===== src/rtl/env_pkg.sv =====
// Shared types and code-decoding helpers for the multi-channel ADSR envelope block.
package env_pkg;

    typedef enum logic [2:0] {
        ST_IDLE,
        ST_ATTACK,
        ST_DECAY,
        ST_SUSTAIN,
        ST_RELEASE
    } env_state_t;

    // 0 means "instant"; otherwise 2, 4 or 8 ticks per level step
    function automatic logic [3:0] code_period(input logic [1:0] code);
        return (code == 2'd0) ? 4'd0 : (4'd1 << code);
    endfunction

    function automatic logic [8:0] code_length(input logic [2:0] code);
        return 9'd2 << code;
    endfunction

    // Level lands in the top bits, low bits filled with ones so level 0 is still audible
    function automatic logic [15:0] scale_level(input logic [7:0] level, input int shift);
        return (16'(level) << shift) | ((16'd1 << shift) - 16'd1);
    endfunction

endpackage


===== src/rtl/env_channel.sv =====
// One envelope channel: ADSR/length FSM, step and length counters, output register.
module env_channel
    import env_pkg::*;
#(
    parameter int VOL_W = 3,
    parameter int OUT_W = 4,
    parameter int LEN_W = 16
) (
    input  logic             note_clk,
    input  logic             rst,
    input  logic             trig,
    input  logic [1:0]       attack,
    input  logic [1:0]       decay,
    input  logic [VOL_W-1:0] sustain,
    input  logic [2:0]       length,
    input  logic [OUT_W-1:0] wave_in,
    output logic             enable,
    output logic [VOL_W-1:0] level,
    output logic [OUT_W-1:0] wave
);

    localparam int SH = OUT_W - VOL_W;
    localparam logic [VOL_W-1:0] VMAX    = '1;
    localparam logic [VOL_W-1:0] VMAX_M1 = {{(VOL_W-1){1'b1}}, 1'b0};

    env_state_t       state;
    logic [1:0]       atk_q, dec_q;
    logic [VOL_W-1:0] sus_q;
    logic [2:0]       len_q;
    logic [LEN_W-1:0] lenctr;
    logic [3:0]       stepctr;
    logic [3:0]       atk_p, dec_p;
    logic             len_hit;

    assign atk_p   = code_period(atk_q);
    assign dec_p   = code_period(dec_q);
    assign len_hit = (lenctr + LEN_W'(1)) == LEN_W'(code_length(len_q));
    assign enable  = (state != ST_IDLE);

    always_ff @(posedge note_clk) begin
        if (rst) begin
            state   <= ST_IDLE;
            level   <= '0;
            lenctr  <= '0;
            stepctr <= '0;
            wave    <= '0;
            atk_q   <= '0;
            dec_q   <= '0;
            sus_q   <= '0;
            len_q   <= '0;
        end else begin
            wave <= (wave_in == '0 || state == ST_IDLE) ? '0 : OUT_W'(scale_level(8'(level), SH));
            if (trig) begin
                atk_q   <= attack;
                dec_q   <= decay;
                sus_q   <= sustain;
                len_q   <= length;
                lenctr  <= '0;
                stepctr <= '0;
                level   <= '0;
                state   <= ST_ATTACK;
            end else begin
                case (state)
                    ST_ATTACK, ST_DECAY, ST_SUSTAIN: begin
                        lenctr <= lenctr + LEN_W'(1);
                        // length expiry wins over any level step on the same edge
                        if (len_hit) begin
                            state   <= ST_RELEASE;
                            stepctr <= '0;
                        end else if (state == ST_ATTACK) begin
                            if (atk_p == '0) begin
                                level <= VMAX;
                                state <= ST_DECAY;
                            end else if (stepctr == atk_p - 4'd1) begin
                                stepctr <= '0;
                                level   <= level + VOL_W'(1);
                                if (level == VMAX_M1) state <= ST_DECAY;
                            end else begin
                                stepctr <= stepctr + 4'd1;
                            end
                        end else if (state == ST_DECAY) begin
                            if (level == sus_q) begin
                                state <= ST_SUSTAIN;
                            end else if (dec_p == '0) begin
                                level <= sus_q;
                            end else if (stepctr == dec_p - 4'd1) begin
                                stepctr <= '0;
                                level   <= level - VOL_W'(1);
                            end else begin
                                stepctr <= stepctr + 4'd1;
                            end
                        end
                    end
                    ST_RELEASE: begin
                        if (level == '0) begin
                            state <= ST_IDLE;
                        end else if (dec_p == '0) begin
                            level <= '0;
                        end else if (stepctr == dec_p - 4'd1) begin
                            stepctr <= '0;
                            level   <= level - VOL_W'(1);
                        end else begin
                            stepctr <= stepctr + 4'd1;
                        end
                    end
                    default: ;
                endcase
            end
        end
    end

endmodule


===== src/rtl/envelope_gen_mc.sv =====
// Multi-channel ADSR envelope and length controller: NUM_CH independent env_channel slices.
module envelope_gen_mc #(
    parameter int NUM_CH = 4,
    parameter int VOL_W  = 3,
    parameter int OUT_W  = 4,
    parameter int LEN_W  = 16
) (
    input  logic                    note_clk,
    input  logic                    rst,
    input  logic [NUM_CH-1:0]       trig,
    input  logic [2*NUM_CH-1:0]     attack,
    input  logic [2*NUM_CH-1:0]     decay,
    input  logic [VOL_W*NUM_CH-1:0] sustain,
    input  logic [3*NUM_CH-1:0]     length,
    input  logic [OUT_W*NUM_CH-1:0] wave_in,
    output logic [NUM_CH-1:0]       enable_out,
    output logic [VOL_W*NUM_CH-1:0] env_level,
    output logic [OUT_W*NUM_CH-1:0] wave_out
);

    for (genvar i = 0; i < NUM_CH; i++) begin : g_ch
        env_channel #(
            .VOL_W(VOL_W),
            .OUT_W(OUT_W),
            .LEN_W(LEN_W)
        ) u_ch (
            .note_clk(note_clk),
            .rst     (rst),
            .trig    (trig[i]),
            .attack  (attack[2*i +: 2]),
            .decay   (decay[2*i +: 2]),
            .sustain (sustain[VOL_W*i +: VOL_W]),
            .length  (length[3*i +: 3]),
            .wave_in (wave_in[OUT_W*i +: OUT_W]),
            .enable  (enable_out[i]),
            .level   (env_level[VOL_W*i +: VOL_W]),
            .wave    (wave_out[OUT_W*i +: OUT_W])
        );
    end

endmodule


===== config.mk =====
export PLATFORM = sky130hd
export DESIGN_NAME = envelope_gen_mc
export DESIGN_NICKNAME = d
export VERILOG_FILES = /design/src/rtl/env_pkg.sv /design/src/rtl/env_channel.sv /design/src/rtl/envelope_gen_mc.sv
export SDC_FILE = /design/constraint.sdc
export NUM_CORES = 1
export LEC_CHECK = 0
export BUFFER_PORTS_ARGS = -buffer_cell sky130_fd_sc_hd__buf_2
export CORE_MARGIN = 2
export CORE_UTILIZATION = 25
export CTS_BUF_LIST = sky130_fd_sc_hd__clkbuf_2 sky130_fd_sc_hd__clkbuf_4 sky130_fd_sc_hd__clkbuf_8
export DETAILED_ROUTE_END_ITERATION = 8
export HOLD_SLACK_MARGIN = 0.05
export PLACE_DENSITY_LB_ADDON = 0.3
export SLEW_MARGIN = 20
export SYNTH_ARGS = -nofsm -noshare
export SYNTH_HDL_FRONTEND = slang
export SYNTH_HIERARCHICAL = 1
export SYNTH_SLANG_ARGS = --single-unit
export TNS_END_PERCENT = 50

===== constraint.sdc =====
create_clock -name note_clk -period 3.9 [get_ports note_clk]
set_input_delay 0.585 -clock note_clk [delete_from_list [all_inputs] [get_ports note_clk]]
set_output_delay 0.585 -clock note_clk [all_outputs]
set_load 0.005 [all_outputs]

# After elaboration in Yosys (flattened, before gate mapping)
# Index checks and enable logic that the tools add are counted.
dict set report totals {
  ff_bits 160
  in_bits 62
  out_inout_bits 32
  elab_cells 392
}
dict set report classes {
  addsub 24
  eq_ne 104
  shift 12
  mux 136
  reduce_logical 72
}
# operator n
set op_table {}
lappend op_table {{3-bit 2-to-1 mux} 72}
lappend op_table {{4-bit 2-to-1 mux} 44}
lappend op_table {{6-bit AND reduction} 12}
lappend op_table {{16-bit by 1-bit adder with 16-bit output, second input constant} 4}
lappend op_table {{16-bit by 9-bit equality test with 1-bit output} 4}
lappend op_table {{4-bit zero test} 12}
lappend op_table {{6-bit by 5-bit != test with 1-bit output, second input constant} 8}
lappend op_table {{3-bit case mux with 2 select lines} 8}
lappend op_table {{5-bit by 2-bit != test with 1-bit output, second input constant} 8}
lappend op_table {{5-bit by 4-bit != test with 1-bit output, second input constant} 8}
lappend op_table {{2-bit by 3-bit << shifter with 9-bit output, first input constant} 4}
lappend op_table {{4-bit equality test} 8}
lappend op_table {{4-bit by 1-bit != test with 1-bit output, second input constant} 8}
lappend op_table {{4-bit case mux with 2 select lines} 4}
lappend op_table {{1-bit by 2-bit << shifter with 4-bit output, first input constant} 8}
lappend op_table {{4-bit by 1-bit subtractor with 4-bit output, second input constant} 8}
lappend op_table {{3-bit by 2-bit equality test with 1-bit output, second input constant} 8}
lappend op_table {{3-bit equality test, second input constant} 8}
lappend op_table {{3-bit zero test} 8}
lappend op_table {{3-bit by 2-bit != test with 1-bit output, second input constant} 8}
lappend op_table {{3-bit nonzero test} 8}
lappend op_table {{5-bit AND reduction} 4}
lappend op_table {{4-bit by 1-bit adder with 4-bit output, second input constant} 4}
lappend op_table {{2-bit zero test} 8}
lappend op_table {{other kinds (15)} 72}

# Depth between registers and ports, before layout
dict set report logic_depth {
  ltp_word 11
  ltp_mapped 12
  depth_no_buf 11
}

# Cells and area by module
# The synthesis kept the hierarchy.
# module n_inst cells_each area_each_um2 seq_area_each_um2
set by_module_without_submodules {}
lappend by_module_without_submodules {{env_channel (g_ch[2].u_ch ...)} 2 346 2782.7 800.8}
lappend by_module_without_submodules {{env_channel (g_ch[0].u_ch)} 1 341 2736.4 800.8}
lappend by_module_without_submodules {{env_channel (g_ch[1].u_ch)} 1 328 2656.3 800.8}

# Worst setup path after synthesis
# OpenSTA, ideal clock, no wires.
dict set report synth_path {
  kind {register -> register}
  from {register g_ch[2].u_ch.lenctr[0]}
  to {register g_ch[2].u_ch.stepctr[0]}
  setup_time_ns 0.075
  t_arrival_ns 2.896
  t_required_ns 3.825
  path_slack_ns 0.929
  path_stages_with_launch 11
  synth_period_minus_slack_ns 2.971
  path_cell_list {dfxtp_1 -> ha_1 -> xor2_1 -> mux2_2 -> o22ai_2 -> nand4_1 -> or4_4 -> nor2_8 -> o21ai_4 -> or4b_1 -> o22ai_1}
}
dict set report synth_between {
  elab_chain_len 4
  elab_cells_between_ends 8
  cone_classes {1 x add/sub; 4 x eq/ne; 2 x mux; 1 x reduce/logical}
}
# element line_no
set synth_lines {}
lappend synth_lines {{start, declared} env_channel.sv:30} ;# logic [LEN_W-1:0] lenctr;
lappend synth_lines {{start signal, assigned} env_channel.sv:65} ;# lenctr <= lenctr + LEN_W'(1);
lappend synth_lines {{16-bit by 1-bit adder with 16-bit output *} env_channel.sv:37} ;# assign len_hit = (lenctr + LEN_W'(1)) == LEN_W'(code_length(len_q));
lappend synth_lines {{16-bit by 9-bit equality test with 1-bit output *} env_channel.sv:37}
lappend synth_lines {{4-bit by 3-bit != test with 1-bit output (no line) (tied with other cells)} --}
lappend synth_lines {{5-bit AND reduction (no line) / 4-bit case mux with 2 select lines (equally long branches)} --}
lappend synth_lines {{end signal, assigned} env_channel.sv:79} ;# stepctr <= stepctr + 4'd1;
lappend synth_lines {{end signal, assigned} env_channel.sv:90} ;# stepctr <= stepctr + 4'd1;
lappend synth_lines {{end signal, assigned} env_channel.sv:103} ;# stepctr <= stepctr + 4'd1;
lappend synth_lines {{end, declared} env_channel.sv:31} ;# logic [3:0] stepctr;
# Every way passes the cells marked *; elsewhere a longest branch is shown, timed or not.
# A chain may end at the register's enable or synchronous reset.

# Worst setup path after layout
# Ends and elaborated chain as after synthesis.

==> reports/qor.txt <==
Place WS - 587 ps
Post-synth top area cell - dfxtp_1
FF-to-FF End - g_ch[2].u_ch/stepctr[0]
Final hold violations - 0
Chip width - 213 µm
Post-route setup TNS - 0 ps
Gr usage total - 12.7%
Layout area overhead - 10.9%
CTS buffer count - 17
H-tree depth - 4
Core Area - 43200 µm²
GRT overflow - 0
Fin nets - 1501
Post-Synthesis Net Count - 1471
Critical Path Source - g_ch[2].u_ch/lenctr[0]
Post-synth EDFFs - 0
IO Count - 94
Vias in the first global route - 9239
CTS resizes - 0
Netlist cell types - 91
Asr flop ratio synth - 0%
Status - complete, no violations
CTS tree - yes
R2R cell count - 9
Via density - 4.89
Fmax - 300 MHz
YS warnings - 6
Main synth FF type - dfxtp_1
PortBufs - 93
Startpoint types - register
Leak Pwr - 4.41 nW
RR Startpoint - g_ch[2].u_ch/lenctr[0]
Initial core utilization - 25.4%
Critical path's slowest cell - or4_4
CP Capture Type - register
Routed WL per cell - 14.2 µm
Clock power share - 34.8%
# hold bufs at CTS - 0
MaxCap Viol Count - 0
Critical Path Sink - g_ch[2].u_ch/stepctr[0]
Initial antenna violation count - 1
Internal power - 0.00241 W
Initial DRC count - 468
Combinational share of power - 15.3%
Standard-cell rows - 76
Clock Sinks - 160
Sw Share - 31.0%
Post-CTS Setup Bufs - 0
Placer Congestion - 0.856
Largest net degree at the start of global routing - 28
Final core occ - 28.2%
Flop pwr share - 49.9%
Cell area after synthesis - 11000 µm²
Final min period - 3340 ps
WS Path Type - register to register
Post-synthesis cell count - 1361
Hpwl dp - 20.5 mm
DRC - 0
Global-route wire length before repair - 46.9 mm
Avg Inst Size Synth - 8.05 µm²
Slew headroom - 29.5%
Levels on crit path - 9
Slew Limit Fails - 0
DR vias - 9738
Top cells by area, synth - dfxtp_1 29%, nor2_1 6.0%, mux2i_1 5.9%
Register area share after synthesis - 29.2%
Final WS setup - 564 ps
Critical Path Max Stage Delay - 540 ps
CP max FO - 8
Root buf cell - clkbuf_8
Reg clk slew, reported paths - 100 ps
Worst-Skew Late Latency - 510 ps
Drt first pass iters - 5
Share of layout cells above drive strength 1 - 13.0%
WP data arrival - 3770 ps
R2r setup slk - 560 ps
RSZ-0062 raised after global routing - false
Routed wire length - 28.2 mm
Crit-path leading delay family - simple AND/OR/NAND/NOR gates
Clock Path Buffers - 2
Die Span Y - 213 µm
Period utilisation layout - 85.5%
WHS - 307 ps
Max IR drop VDD - 171 µV
Pwr/cell area - 287 nW/µm²
Worst-Margin Slew - 1050 ps
CP Cell Sequence - ha_1 -> nand4_1 -> nor4_1 -> a31oi_1 -> or4_4 -> nor2_8 -> o21ai_4 -> or4b_1 -> o22ai_1
Antenna Violating Nets Remaining - 0
Clock skew - 18.4 ps
Total Power - 0.00349 W
#FFs+latches synth - 160
Die area - 45500 µm²
Worst Hold Class - input pin to register
Worst EP required - 4330 ps
Critical path buffer and inverter count - 0
Switch Pwr - 0.00108 W
Post-synth top area share - 29.2%
Setup-failing EPs final - 0
-- cell type report --
class,count,area [µm²]
clock buffers,17,234
clock inverters,15,135
multi-input cells,1054,7110
repair buffers,101,526
flip-flops and latches,160,3200
diodes,1,2.50
fillers,4733,31000
well taps,585,732
inverters,57,214
-- power groups by stage --
stage	clock network [W]	logic, W	registers [W]
floorplan	0	0.000419	0.00174
global placement	0	0.000530	0.00178
detailed placement	0	0.000536	0.00178
CTS	0.00129	0.000539	0.00174
global route	0.00135	0.000603	0.00175
finish	0.00122	0.000534	0.00174
-- metrics by stage --
stage                     cell area, µm²  std cells
after floorplan                    11000       1361
after global placement             11800       1957
after detailed placement           11800       1957
after CTS                          12200       1989
after global routing               12200       1990
final                              12200       1990
-- worst min path at each step --
stage	depth (start not counted)	endpoint	start	slack, ps
floorplan	2	g_ch[0].u_ch/atk_q[1]	g_ch[0].u_ch/atk_q[1]	460
global placement	2	g_ch[3].u_ch/atk_q[1]	g_ch[3].u_ch/atk_q[1]	480
detailed placement	2	g_ch[2].u_ch/atk_q[1]	g_ch[2].u_ch/atk_q[1]	480
CTS	3	g_ch[0].u_ch/sus_q[0]	sustain[0]	260
global route	3	g_ch[0].u_ch/atk_q[0]	attack[0]	280
finish	3	g_ch[0].u_ch/sus_q[0]	sustain[0]	310
-- layout by cell type, fill, tap and decap left out, types with 11 or more instances in the layout --
cell type	synthesis	routed
nor2_1	174	174
dfxtp_1	160	160
buf_2	20	93
nand2_1	84	84
xnor2_1	67	67
mux2i_1	65	65
a21oi_1	63	63
inv_1	57	57
o21ai_0	56	56
xor2_1	55	55
nor3_1	50	50
nand3_1	50	50
ha_1	48	48
nand4_1	26	26
nor4_1	25	25
clkbuf_8	0	17
or3_1	17	17
a31oi_1	17	17
and3_1	16	16
nor3b_1	12	12
or2_2	11	11
o21a_1	11	11
-- registers in the layout, summed over array words and instances (netlist names) --
register	cells
g_ch.u_ch/atk_q	8
g_ch.u_ch/dec_q	8
g_ch.u_ch/len_q	12
g_ch.u_ch/lenctr	64
g_ch.u_ch/level	12
g_ch.u_ch/state	12
g_ch.u_ch/stepctr	16
g_ch.u_ch/sus_q	12
g_ch.u_ch/wave	16
-- worst reg2reg max path: cells and delay by family, from the launching register on --
kind / cells / cell delay (ps)
compound gates: 3 / 430
fa+ha+maj: 1 / 340
flops: 1 / 460
simple gates: 5 / 2040
-- cell families (layout without fill, tap and decap cells) --
group           Yosys count  count (layout)  synth area share (%)
compound gates          265             265                  16.7
xor+xnor                123             123                  9.96
fa+ha+maj                48              48                  5.48
buf+inv                 147             190                  5.91
flops                   160             160                  29.2
mux                      68              68                  6.25
other cells               0               1                     0
simple gates            550             550                  26.5
-- per-layer routing --
layer | global-route usage (%) | wire [µm]
met1 | 16.4 | 13400
met2 | 20.9 | 13100
met3 | 2.96 | 1190
met4 | 4.50 | 623
met5 | 0 | 0
-- synthesized netlist by cell type, drive strengths merged, types with 9 or more instances --
cell type    n
a211oi      13
a21oi       66
a311oi       9
a31oi       17
and3        18
buf         35
clkbuf      55
dfxtp      160
ha          48
inv         57
mux2i       65
nand2       86
nand2b       9
nand3       54
nand3b      10
nand4       26
nor2       176
nor3        51
nor3b       12
nor4        26
o211ai       9
o21a        11
o21ai       63
o31ai       10
or2         13
or3         18
xnor2       67
xor2        55
Note: power is estimated with default switching activity, not from simulation.
